**config.mk**
```make
export PLATFORM = sky130hd
export DESIGN_NAME = sseg_scan_ctrl
export DESIGN_NICKNAME = d
export VERILOG_FILES = /design/src/rtl/sseg_scan_ctrl.sv
export SDC_FILE = /design/constraint.sdc
export NUM_CORES = 1
export LEC_CHECK = 0
export CORE_ASPECT_RATIO = 0.7
export CORE_MARGIN = 8
export CORE_UTILIZATION = 55
export DETAILED_ROUTE_END_ITERATION = 8
export GPL_TIMING_DRIVEN = 0
export PLACE_DENSITY = 0.78
export SLEW_MARGIN = 20
export SYNTH_ARGS = -nofsm -noshare
export SYNTH_HDL_FRONTEND = slang
export SYNTH_SLANG_ARGS = --single-unit
```
**constraint.sdc**
```tcl
create_clock -name clk -period 4.9 [get_ports clk]
set_input_delay 0.735 -clock clk [delete_from_list [all_inputs] [get_ports clk]]
set_output_delay 0.735 -clock clk [all_outputs]
set_load 0.01 [all_outputs]
```
**src/rtl/sseg_scan_ctrl.sv**
```systemverilog
// Scan controller for a 4-digit common-anode seven-segment display with a double-buffered load port.
// Optional leading-zero blanking is enabled by defining SSEG_LZ_BLANK_EN.
module sseg_scan_ctrl #(
    parameter int SLOT_CYC  = 65536,  // cycles per digit slot, >= 2
    parameter int BLANK_CYC = 256     // dead-time cycles at slot start, < SLOT_CYC
) (
    input  logic        clk,
    input  logic        rst_n,
    input  logic        ld_valid,
    output logic        ld_ready,
    input  logic [15:0] ld_data,
    input  logic [3:0]  ld_dp,
    output logic [3:0]  an,
    output logic [7:0]  sseg,
    output logic        frame_tick
);

    localparam int CNT_W = $clog2(SLOT_CYC);
    localparam logic [CNT_W-1:0] CNT_LAST  = CNT_W'(SLOT_CYC - 1);
    localparam logic [CNT_W-1:0] BLANK_LIM = CNT_W'(BLANK_CYC);

    typedef enum logic {
        ST_IDLE = 1'b0,
        ST_PEND = 1'b1
    } load_state_t;

    // Active-low g..a pattern for one hex digit, dp excluded.
    function automatic logic [6:0] seg_decode(input logic [3:0] d);
        logic [6:0] s;
        case (d)
            4'h0:    s = 7'h40;
            4'h1:    s = 7'h79;
            4'h2:    s = 7'h24;
            4'h3:    s = 7'h30;
            4'h4:    s = 7'h19;
            4'h5:    s = 7'h12;
            4'h6:    s = 7'h02;
            4'h7:    s = 7'h78;
            4'h8:    s = 7'h00;
            4'h9:    s = 7'h10;
            4'hA:    s = 7'h08;
            4'hB:    s = 7'h03;
            4'hC:    s = 7'h46;
            4'hD:    s = 7'h21;
            4'hE:    s = 7'h06;
            default: s = 7'h0E;
        endcase
        return s;
    endfunction

    // A digit is a leading zero when it and every digit above it are 0 with dp off.
    function automatic logic [3:0] lead_zero_mask(input logic [15:0] data, input logic [3:0] dp);
        logic [3:0] m;
        m[3] = (data[15:12] == 4'h0) && !dp[3];
        m[2] = m[3] && (data[11:8] == 4'h0) && !dp[2];
        m[1] = m[2] && (data[7:4] == 4'h0) && !dp[1];
        m[0] = 1'b0;
        return m;
    endfunction

    logic [CNT_W-1:0] cnt_p0;
    logic [1:0]       idx_p0;
    logic             frame_end_p0;
    logic             blank_p0;
    logic [3:0]       digit_p0;
    logic             dp_p0;
    logic [3:0]       lz_mask;

    logic [15:0]      disp_data;
    logic [3:0]       disp_dp;
    logic [15:0]      pend_data;
    logic [3:0]       pend_dp;
    load_state_t      load_state;

    // ---- stage p0: slot/digit scan counters ----
    always_ff @(posedge clk or negedge rst_n) begin
        if (!rst_n) begin
            cnt_p0 <= '0;
            idx_p0 <= '0;
        end else if (cnt_p0 == CNT_LAST) begin
            cnt_p0 <= '0;
            idx_p0 <= idx_p0 + 2'd1;
        end else begin
            cnt_p0 <= cnt_p0 + CNT_W'(1);
        end
    end

    assign frame_end_p0 = (idx_p0 == 2'd3) && (cnt_p0 == CNT_LAST);
    assign blank_p0     = (cnt_p0 < BLANK_LIM);
    assign digit_p0     = disp_data[{idx_p0, 2'b00} +: 4];
    assign dp_p0        = disp_dp[idx_p0];

`ifdef SSEG_LZ_BLANK_EN
    assign lz_mask = lead_zero_mask(disp_data, disp_dp);
`else
    assign lz_mask = 4'b0000;
`endif

    // Load handshake: pend buffer is written on accept and drained into the
    // display buffer only at frame_end, so a frame is never torn.
    always_ff @(posedge clk or negedge rst_n) begin
        if (!rst_n) begin
            load_state <= ST_IDLE;
            ld_ready   <= 1'b1;
            pend_data  <= '0;
            pend_dp    <= '0;
            disp_data  <= '0;
            disp_dp    <= '0;
        end else begin
            case (load_state)
                ST_IDLE: begin
                    if (ld_valid) begin
                        pend_data  <= ld_data;
                        pend_dp    <= ld_dp;
                        load_state <= ST_PEND;
                        ld_ready   <= 1'b0;
                    end
                end
                ST_PEND: begin
                    if (frame_end_p0) begin
                        disp_data  <= pend_data;
                        disp_dp    <= pend_dp;
                        load_state <= ST_IDLE;
                        ld_ready   <= 1'b1;
                    end
                end
                default: begin
                    load_state <= ST_IDLE;
                    ld_ready   <= 1'b1;
                end
            endcase
        end
    end

    // ---- stage p1: registered pin drivers ----
    always_ff @(posedge clk or negedge rst_n) begin
        if (!rst_n) begin
            an         <= 4'hF;
            sseg       <= 8'hFF;
            frame_tick <= 1'b0;
        end else begin
            frame_tick <= frame_end_p0;
            if (blank_p0 || lz_mask[idx_p0]) begin
                an   <= 4'hF;
                sseg <= 8'hFF;
            end else begin
                an   <= ~(4'b0001 << idx_p0);
                sseg <= {~dp_p0, seg_decode(digit_p0)};
            end
        end
    end

endmodule

```
# Word-level counts from Yosys, hierarchy flattened
# Memories as Yosys holds them, arrays and structs flattened.
# Cells that the tools add are included.
classes:
  addsub: 2
  multipliers: 0
  div: 0
  magnitude_cmp: 2
  n_eq_ne: 4
  n_shift: 2
  mux: 13
  n_bitwise: 3
  reduce_logical: 5
ops:
  columns: ["operator", "n"]
  rows:
  - ["$add 16x1->16 const B", 1]
  - ["$eq 16x16->1 const B", 1]
  - ["$lt 16x9->1 const B", 1]
  - ["$mux 16", 1]
  - ["$shiftx 16x5->4", 1]
  - ["$mux 8", 1]
  - ["$mux 1", 6]
  - ["$reduce_and 2->1", 3]
  - ["$bmux 1 s2", 2]
  - ["$mux 4", 1]
  - ["$ne 2x2->1 const B", 2]
  - ["$not 4->4", 1]
  - ["$pmux 1 s2", 2]
  - ["$shl 1x2->4 const A", 1]
  - ["$lt 2x3->1 const B", 1]
  - ["$add 2x1->2 const B", 1]
  - ["$eq 2x2->1 const B", 1]
  - ["$not 1->1", 2]
  - ["$logic_and 1x1->1", 1]
  - ["$logic_or 1x1->1", 1]
totals:
  regBits: 73
  latch_bits: 0
  ramBits: 0
  rom_bits: 112
  inputBits: 23
  out_inout_bits: 14
  elab_cells: 43
  mem_count: 1
memory_table:
  columns: ["memory", "words", "word_bits", "rd", "rd_ports_with_merged_regs", "wr", "line", "text"]
  rows:
  - ["(name not given)", 16, 7, 1, 0, 0, "30", "case (d)"]

# Depth between registers and ports, before layout
depth:
  depth_word: 4
  mapped_depth: 8
  depth_no_buf: 7

# Least setup slack after synthesis
# OpenSTA, ideal clock, no wires.
synth_timing:
  kind: "flip-flop to flip-flop"
  startpoint: "register idx_p0[0]"
  endpoint: "register sseg[3]"
  setup_time_ns: 0.077
  t_arrival_ns: 1.805
  required_ns: 4.823
  path_slack_ns: 3.017
  stages_incl_launch_ff: 8
  path_buffers: 1
  synth_period_minus_slack_ns: 1.883
  cell_sequence: "dfrtp_1 > buf_6 > mux4_1 > inv_1 > ha_1 > mux2i_1 > nor3b_1 > a31oi_1"
synth_between:
  elab_chain_len: 4
  elab_cells_between_ends: 6
  classes_between: "1 x shift; 3 x mux; 1 x reduce/logical; 1 x memory"
synth_lines:
  columns: ["item", "line", "text"]
  rows:
  - ["from (decl)", "62", "logic [1:0] idx_p0;"]
  - ["from (signal assigned)", "82", "idx_p0 <= idx_p0 + 2'd1;"]
  - ["parallel branches: the longest is 3 deep, another holds $mem_v2 16x7", null, null]
  - ["$mux 8 (*)", "143", "if (blank_p0 || lz_mask[idx_p0]) begin"]
  - ["to (signal assigned)", "148", "sseg <= {~dp_p0, seg_decode(digit_p0)};"]
  - ["to (decl)", "14", "output logic [7:0] sseg,"]
# Mark *: on every way between the ends. The select of a mux whose other input is x is not followed.
# A chain may end at the register's enable or synchronous reset.

# Worst setup path after layout
layout_timing:
  startpoint: "register cnt_p0[0]"
  endpoint: "register disp_data[5]"
layout_between:
  elab_chain_len: 3
layout_lines:
  columns: ["item", "line", "text"]
  rows:
  - ["from (decl)", "61", "logic [CNT_W-1:0] cnt_p0;"]
  - ["from (signal assigned)", "84", "cnt_p0 <= cnt_p0 + CNT_W'(1);"]
  - ["$eq 16x16->1", "88", "assign frame_end_p0 = (idx_p0 == 2'd3) && (cnt_p0 == CNT_LAST);"]
  - ["$logic_and 1x1->1", "88", null]
  - ["$reduce_and 2->1 (no source line)", null, null]
  - ["to (signal assigned)", "121", "disp_data <= pend_data;"]
  - ["to (decl)", "69", "logic [15:0] disp_data;"]
# Every way passes these cells.

==> out/metrics.cfg <==
[route]
finalWirelength_um = 5876
drt_iter0_drc = 85
drc = 0
viasPerCell = 5.422
dr.pass1.iters = 4
antenna_left = 0
wl_per_cell_um = 16.10
vias = 1979

[logic_synthesis]
syn-num-nets = 271
async_reset_ff_share_pct = 100.0
synth_edf_count = 0
synth_top_cell_by_area = dfrtp_1
synth-seq-cells = 73
syn_inst = 237
yosysSeqAreaShare_pct = 56.94
ys_types = 43
yosysWarnings = 0
synth.cells.most_frequent = 60 x dfrtp_1, 24 x mux2_2, 18 x mux2_1, 18 x nand2_1, 13 x dfstp_2
syn_avg_cell_area_um2 = 13.66
synth_area_leaders = dfrtp_1 46%, dfstp_2 11%, mux2_2 8.3%
synth_top_area_share_pct = 46.39
synth_flop_cell = dfrtp_1
netlist_area_um2 = 3237
yosysMostFrequentCell = dfrtp_1

[setup_path]
cp.arrival_ns = 2.39
critPathCaptureType = flip-flop
critical_path_required_ns = 5.13
cp-start-kind = flip-flop
path_class = reg -> reg
critPathMaxFanout = 10

[timing]
hold_viol_final = 0
rsz0062_at_grt = no
fmaxAchievable_mhz = 464.0
finalMaxSlewViolations = 0
relSlewSlack_pct = 61.01
fin_setup_tns_ns = 0
finalCritPeriodShare_pct = 43.98
worst_slew_pin_slew_ns = 0.5849
fin_skew_ns = 0.007250
setup_viol = 0
fin_crit_ns = 2.155

[global_route]
first_global_vias = 2050
grt.total_usage_pct = 14.52
antenna_found_initial = 0
grt_max_degree = 60
grt_pass1_wl_um = 9632
grt_overflow = 0

[cells_and_area]
drive_above_1_share_pct = 24.14
final_cell_area_um2 = 3944
nets = 319
diodes = 0
area_delta_synth_final_pct = 21.84

[placed_design]
placed_area_um2 = 3716
gp_congestion = 0.8120
portBuffers = 36
dpl.hpwl_um = 4279

[cts]
cts.sinks = 73
cts_tree = yes
clock_latency_ns = 0.35
cts_buffer_depth = 2
post_cts_buffers = 0
cts_buffers = 9
cts.repair.resized = 0
ctsHoldBuffers = 0
clk_pin_slew_ns = 0.08
htreeDepth = 3
clock-root-buffer = clkbuf_8

[power]
power_density_nw_per_um2 = 306.0
p_leak_nw = 1.753
irDropWorstVdd_mv = 0.2342

[die]
core_um2 = 5698
initial_core_util_pct = 56.81
ioPinCount = 37
die_area_um2 = 8635
die_x_um = 107.7
rows = 23
dieHeight_um = 80.19

[job]
max-cap-violations = 0

[status]
status = completed

[hold_path]
hold_path.class = in -> async

==> worst paths after layout <==
path | cells past startpoint | start | slack [ns] | endpoint
max | 6 | cnt_p0[0]$_DFF_PN0_ | 2.74 | disp_data[5]$_DFFE_PN0P_
max in group asynchronous | 2 | rst_n | 4.09 | sseg[5]$_DFF_PN1_
min reg2reg | 1 | disp_data[13]$_DFFE_PN0P_ | 0.48 | disp_data[13]$_DFFE_PN0P_
max reg2reg | 6 | cnt_p0[0]$_DFF_PN0_ | 2.74 | disp_data[5]$_DFFE_PN0P_
min in group clk | 1 | disp_data[13]$_DFFE_PN0P_ | 0.48 | disp_data[13]$_DFFE_PN0P_
min | 1 | rst_n | 0.23 | pend_dp[3]$_DFFE_PN0P_
==> state kept, by name, indices dropped and copies added (netlist names) <==
register,flops
disp_dp,4
disp_data,16
an,4
pend_dp,4
cnt_p0,16
frame_tick,1
load_state,1
idx_p0,2
pend_data,16
sseg,8
ld_ready,1
==> area by class of cell <==
class | instances | area (um2)
plain buffers | 9 | 66.31
clock buffers | 10 | 137.6
flip-flops and latches | 73 | 1843
repair buffers | 37 | 385.4
fillers | 399 | 1754
clock inverters | 6 | 90.09
inverters | 7 | 26.28
well taps | 75 | 93.84
multi-input cells | 148 | 1301
==> power breakdown <==
part / switching [mW] / internal (mW)
clock network: 0.223 / 0.302
registers: 0.0107 / 0.622
logic: 0.0177 / 0.0311
==> kinds of logic (layout without fill, tap and decap cells) <==
family	Yosys count	in the layout	share of synthesized area, %
flops	73	73	56.94
compound gates	16	16	3.633
simple gates	57	57	9.084
buf+inv	16	69	2.860
fa+ha+maj	11	11	4.252
xor+xnor	13	13	3.518
mux	51	51	19.71
==> worst max-delay path, cell delays in order, from the launching register on <==
cell and delay, ns:
dfrtp_1 0.39, ha_1 0.24, and4_1 0.32, nand3_1 0.18
nor3_4 0.35, buf_6 0.22, mux2_1 0.34
==> cells in the final DEF (no fill, tap or decap), types with 6 or more instances in the layout <==
| cell | Yosys | final |
|---|---|---|
| clkdlybuf4s50_1 | 0 | 35 |
| xnor2_1 | 7 | 7 |
| clkbuf_8 | 0 | 10 |
| ha_1 | 11 | 11 |
| nor2_1 | 11 | 11 |
| mux2_1 | 18 | 18 |
| dfstp_2 | 13 | 13 |
| dfrtp_1 | 60 | 60 |
| xor2_1 | 6 | 6 |
| nand3_1 | 6 | 6 |
| nand2_1 | 18 | 18 |
| mux2_2 | 24 | 24 |
| inv_1 | 7 | 7 |
==> layer usage <==
layer / track usage [%] / vias up / wire (um)
met5: 0 / - / 0
met4: 8.552 / 0 / 126
met3: 4.157 / 14 / 282
met2: 22.13 / 47 / 2722
met1: 18.18 / 987 / 2746
li1: - / 931 / -
==> metrics by stage <==
stage | util, % | setup WS, ns | hold slack, ns | total power [mW] | std cells
global placement | 64.78 | 0.7306 | 0.4641 | 0.6886 | 348
floorplan | - | 3.017 | 0.4394 | 0.6561 | 237
detailed placement | 65.22 | 2.381 | 0.4691 | 0.6946 | 349
CTS | 69.21 | 2.713 | 0.2200 | 1.221 | 365
global route | 69.21 | 2.586 | 0.2222 | 1.249 | 365
finish | 69.21 | 2.745 | 0.2315 | 1.207 | 365
Note: power is estimated with default switching activity, not from simulation.
